[config.mk]
export PLATFORM = sky130hd
export DESIGN_NAME = tile_row_sequencer
export DESIGN_NICKNAME = d
export VERILOG_FILES = /design/src/rtl/tile_row_sequencer.sv
export SDC_FILE = /design/constraint.sdc
export NUM_CORES = 1
export LEC_CHECK = 0
export BUFFER_PORTS_ARGS = -buffer_cell sky130_fd_sc_hd__buf_2
export CORE_MARGIN = 3
export CORE_UTILIZATION = 35
export CTS_CLUSTER_DIAMETER = 200
export DETAILED_ROUTE_END_ITERATION = 12
export GPL_ROUTABILITY_DRIVEN = 0
export PLACE_DENSITY = 0.68
export SLEW_MARGIN = 20
export SYNTH_ARGS = -nofsm -noshare
export SYNTH_HDL_FRONTEND = slang
export SYNTH_SLANG_ARGS = --single-unit
[constraint.sdc]
create_clock -name clock -period 3.5 [get_ports clock]
set_clock_uncertainty 0.05 [all_clocks]
set_input_delay 0.525 -clock clock [delete_from_list [all_inputs] [get_ports clock]]
set_output_delay 0.525 -clock clock [all_outputs]
set_load 0.03 [all_outputs]
[src/rtl/tile_row_sequencer.sv]
// Purpose: turn controller for one row of tiles; passes a one-cycle myturn token forward/backward.
// Latency: start -> myturn[0] next cycle; strobe -> next myturn next cycle; watchdog FAIL TIMEOUT cycles after GRANT.
// Backpressure: none; each tile holds the row in WAIT until it strobes passfwd/passbak or the watchdog expires.
//
// Ports:
//   clock, reset (async active-low), start      - control
//   passfwd/passbak [LEN]                       - per-tile advance / backtrack strobes (only curidx is sampled)
//   values [LEN*LEN]                            - one-hot value of tile i at [i*LEN +: LEN]
//   myturn, occupiedmask, curidx                - token, OR of values before curidx, current index
//   busy, done, fail, timedout, backtracks      - status to the grid controller
`ifndef GRID_LEN
`define GRID_LEN 9
`endif

module tile_row_sequencer #(
    parameter int LEN     = `GRID_LEN,
    parameter int TIMEOUT = 1024
) (
    input  logic                   clock,
    input  logic                   reset,
    input  logic                   start,
    input  logic [LEN-1:0]         passfwd,
    input  logic [LEN-1:0]         passbak,
    input  logic [LEN*LEN-1:0]     values,
    output logic [LEN-1:0]         myturn,
    output logic [LEN-1:0]         occupiedmask,
    output logic [$clog2(LEN)-1:0] curidx,
    output logic                   busy,
    output logic                   done,
    output logic                   fail,
    output logic                   timedout,
    output logic [15:0]            backtracks
);

    localparam int IW = $clog2(LEN);
    localparam int WW = $clog2(TIMEOUT) + 1;
    localparam logic [IW-1:0] LAST_IDX = IW'(LEN - 1);
    // WAIT lasts TIMEOUT-1 cycles, so with the GRANT cycle FAIL appears TIMEOUT cycles after the grant.
    localparam logic [WW-1:0] WD_LIMIT = WW'(TIMEOUT - 1);

    typedef enum logic [2:0] {
        S_IDLE,
        S_GRANT,
        S_WAIT,
        S_DONE,
        S_FAIL
    } state_t;

    state_t          state_q, state_d;
    logic [IW-1:0]   idx_q, idx_d;
    logic [15:0]     bt_q, bt_d;
    logic [WW-1:0]   wd_q, wd_d;
    logic            to_q, to_d;
    logic [WW-1:0]   wd_inc;
    logic            cur_fwd, cur_bak;

    // Only the tile holding the turn is listened to.
    assign cur_fwd = passfwd[idx_q];
    assign cur_bak = passbak[idx_q];
    assign wd_inc  = wd_q + 1'b1;

    always_comb begin
        state_d = state_q;
        idx_d   = idx_q;
        bt_d    = bt_q;
        wd_d    = wd_q;
        to_d    = to_q;
        case (state_q)
            S_IDLE, S_DONE, S_FAIL: begin
                if (start) begin
                    state_d = S_GRANT;
                    idx_d   = '0;
                    bt_d    = '0;
                    wd_d    = '0;
                    to_d    = 1'b0;
                end
            end
            S_GRANT: begin
                state_d = S_WAIT;
                wd_d    = '0;
            end
            S_WAIT: begin
                if (cur_bak) begin
                    if (idx_q == '0) begin
                        state_d = S_FAIL;
                        to_d    = 1'b0;
                    end else begin
                        state_d = S_GRANT;
                        idx_d   = idx_q - 1'b1;
                        if (bt_q != 16'hFFFF) begin
                            bt_d = bt_q + 16'd1;
                        end
                    end
                end else if (cur_fwd) begin
                    if (idx_q == LAST_IDX) begin
                        state_d = S_DONE;
                    end else begin
                        state_d = S_GRANT;
                        idx_d   = idx_q + 1'b1;
                    end
                end else begin
                    wd_d = wd_inc;
                    if (wd_inc == WD_LIMIT) begin
                        state_d = S_FAIL;
                        to_d    = 1'b1;
                    end
                end
            end
            default: state_d = S_IDLE;
        endcase
    end

    always_ff @(posedge clock or negedge reset) begin
        if (!reset) begin
            state_q <= S_IDLE;
            idx_q   <= '0;
            bt_q    <= '0;
            wd_q    <= '0;
            to_q    <= 1'b0;
        end else begin
            state_q <= state_d;
            idx_q   <= idx_d;
            bt_q    <= bt_d;
            wd_q    <= wd_d;
            to_q    <= to_d;
        end
    end

    // Status outputs depend on registered state only.
    assign myturn     = (state_q == S_GRANT) ? (LEN'(1) << idx_q) : '0;
    assign busy       = (state_q == S_GRANT) || (state_q == S_WAIT);
    assign done       = (state_q == S_DONE);
    assign fail       = (state_q == S_FAIL);
    assign curidx     = idx_q;
    assign timedout   = to_q;
    assign backtracks = bt_q;

    always_comb begin
        occupiedmask = '0;
        for (int i = 0; i < LEN; i++) begin
            if (i < int'(idx_q)) begin
                occupiedmask = occupiedmask | values[i*LEN +: LEN];
            end
        end
    end

endmodule

==> reports/results.tsv <==
stage	metric	value	unit
outcome	run status	finished clean	
sta	fin. max-slew vios	0	
power_and_ir_drop	NetSw	1.27	mW
sta	Tcrit/Tclk final	0.937	
finish	Finished Layout Cells	666	
critical_path	Worst R2R Start	curidx[1]	
power_and_ir_drop	power share of the sequential group	0.211	
critical_path	Worst Setup End Kind	primary output	
grt	initial antenna violation count	0	
critical_path	startpoint types	flip-flop	
grt	global-route wire length before repair	17.2	mm
route	Post-Route WL	11.3	mm
logic_synthesis	post-synthesis net count	536	
grt	largest net degree at the start of global routing	44	
floorplan	Die X	102	um
clocking	Num CTS Buffers	5	
critical_path	CP arrival	2.71	ns
critical_path	Worst path slowest cell	dfrtp_1	
finish	Ant. Diodes	0	
placed_design	Placement Setup Slack	0.408	ns
finish	Layout Utilization	0.469	
sta	final setup TNS	0	ns
route	initial DRC count	305	
clocking	clock buffer depth	2	
logic_synthesis	Yosys reg bits	35	
route	DRT antenna net count	0	
power_and_ir_drop	Tot Pwr	2.46	mW
sta	Least-Margin Pin Slew	0.804	ns
critical_path	R2R cell count	6	
power_and_ir_drop	Peak VDD IR	0.000243	V
logic_synthesis	post-synth top area share	0.269	
finish	synthesis-to-layout area growth	28.0	%
logic_synthesis	synth top area cells	dfrtp_1, a21oi_1, o21ai_0	
logic_synthesis	Synth warnings	0	
critical_path	CP max stage delay	0.65	ns
placed_design	dpl hpwl	8.63	mm
critical_path	WP buf/inv	2	
finish	Final Instance Area	0.00417	mm^2
sta	relative slew slack	0.464	
worst_hold_path	worst min path class	in2async	
grt	GR Util All Layers	0.202	
sta	Final setup viols	0	
logic_synthesis	Async SR Flop Fraction	1.00	
logic_synthesis	sequential area share after synthesis	0.269	
placed_design	Cells after DPL	658	
placed_design	PortBufs	143	
power_and_ir_drop	Pint	1.19	mW
power_and_ir_drop	Leak Pwr	1.99	nW
critical_path	Worst EP required	2.92	ns
critical_path	Top delay family on crit path	flip-flops	
power_and_ir_drop	Logic pwr share	0.632	
finish	commonest cells after routing, fill and taps aside	buf_2, nor2_1, dfrtp_1	
clocking	# resized after CTS	0	
sta	Fin Hold WS	0.272	ns
logic_synthesis	Synth area leader	dfrtp_1	
floorplan	Ports	144	
logic_synthesis	EDFF count, synth	0	
clocking	CTS Hold Bufs	0	
clocking	clk slew on worst S/H paths	0.07	ns
floorplan	initial core utilization	0.366	
floorplan	Rows	34	
flow_run	Max Cap Viol	0	
clocking	TritonCTS clock tree	built	
floorplan	die height	102	um
grt	global route overflow	0	
clocking	H-Tree Depth	2	
route	DRC viols	0	
route	ratio of routed vias to standard cells	5.95	
logic_synthesis	Most used DFF post-synth	dfrtp_1	
clocking	CTS root buffer	clkbuf_8	
finish	Nets	670	
grt	vias in the first global route	3693	
floorplan	core region area	0.00889	mm^2
clocking	Post-CTS Setup Inserts	0	
route	Avg WL per Cell	17.0	um
finish	most common cell after layout, fill and taps aside	buf_2	
logic_synthesis	Mapped Avg Cell Area	7.70	um^2
critical_path	reg2reg setup slack	0.44	ns
power_and_ir_drop	Cell Pwr Density	589	mW/mm^2
critical_path	crit path launch	curidx[1]	
critical_path	worst flop-to-flop path endpoint	wd_q[6]	
critical_path	crit path kind	reg2out	
floorplan	Die Area	0.0105	mm^2
power_and_ir_drop	Net Sw Frac	0.517	
sta	final hold vios	0	
sta	minimum clock period	3.28	ns
logic_synthesis	post-synth cell types	61	
sta	FMAX	0.305	GHz
logic_synthesis	synthesized cell area	0.00326	mm^2
route	first drt pass iteration count	6	
route	via count	3961	
sta	RSZ-0062 raised after global routing	false	
placed_design	Placement Cell Area	0.00405	mm^2
critical_path	worst-path fanout max	17	
power_and_ir_drop	Clk pwr share	0.157	
sta	final setup margin	0.219	ns
logic_synthesis	Cells after Synth	423	
clocking	clk sinks	35	
finish	layout cells sized above 1	0.305	
critical_path	worst path cell trace	buf_4 -> ha_1 -> a222oi_1 -> a31o_2 -> o211ai_1 -> buf_2	
clocking	Worst-Skew Late Latency	0.29	ns
layer usage:
metal	up-vias	share of wire	track usage
li1	1896	-	-
met1	1854	0.42	0.258
met2	187	0.47	0.343
met3	24	0.078	0.0314
met4	0	0.023	0.0787
met5	-	0	0
power groups by stage:
stage	clock (mW)	sequential, mW	combinational (mW)
after global placement	0	0.521	1.53
final	0.385	0.519	1.55
after floorplan	0	0.536	1.08
after CTS	0.388	0.518	1.56
after detailed placement	0	0.525	1.55
after global routing	0.399	0.530	1.71
cell type report:
| cell class | count | area, um^2 |
|---|---|---|
| Clock buffer | 6 | 82.6 |
| Clock inverter | 2 | 35.0 |
| Fill cell | 900 | 4720 |
| Inverter | 11 | 41.3 |
| Multi-Input combinational cell | 355 | 2240 |
| Sequential cell | 35 | 876 |
| Tap cell | 108 | 135 |
| Timing Repair Buffer | 149 | 761 |
sequential cells by signal (all words and copies together), names as in the netlist:
register	cells
curidx	4
wd_q	11
timedout	1
state_q	3
backtracks	16
worst register-to-register path: stages (launching register included):
cell and delay, ns:
dfrtp_1 0.65, mux2_1 0.39, a222oi_1 0.61, and2_1 0.29, a21oi_1 0.12, or2_0 0.42
a221o_1 0.42
synthesized netlist by cell type, types with 5 or more instances:
cell type  instances
nand2b_1          10
ha_1              11
a21oi_1           33
o32ai_1            5
nor3_1            16
and3_1            11
nor4_1             5
a211o_1            6
nand4_1            9
nand3_1           16
o211ai_1           9
a222oi_1           8
or4_1              6
a21o_1             6
inv_1             11
mux2i_1            5
a211oi_1           6
and2_1             9
o22ai_1            6
a22oi_1            6
clkbuf_1          17
o21ai_0           31
dfrtp_1           35
nor2_1            39
nor2b_1            6
nand2_1           31
or3_1              7
worst max-delay path by stage:
| stage | endpoint | slack [ns] | cells past startpoint |
|---|---|---|---|
| detailed placement | wd_q[6] | 0.41 | 6 |
| global route | occupiedmask[3] | 0.05 | 7 |
| global placement | wd_q[6] | 0.47 | 6 |
| finish | occupiedmask[7] | 0.22 | 6 |
| floorplan | occupiedmask[8] | 0.50 | 9 |
| CTS | occupiedmask[7] | 0.23 | 6 |
cells by family (layout without fill, tap and decap cells):
kind of cell	count (synthesis)	count (layout)	share of synthesized area
AO/OA/AOI/OAI	149	149	0.310
XOR/XNOR	5	5	0.0134
adder cells (fa/ha/maj)	12	12	0.0453
buffers and inverters	33	168	0.0434
flip-flops	35	35	0.269
multiplexers	9	9	0.0292
AND/OR/NAND/NOR	180	180	0.290
(Power assumes the default switching activity.)
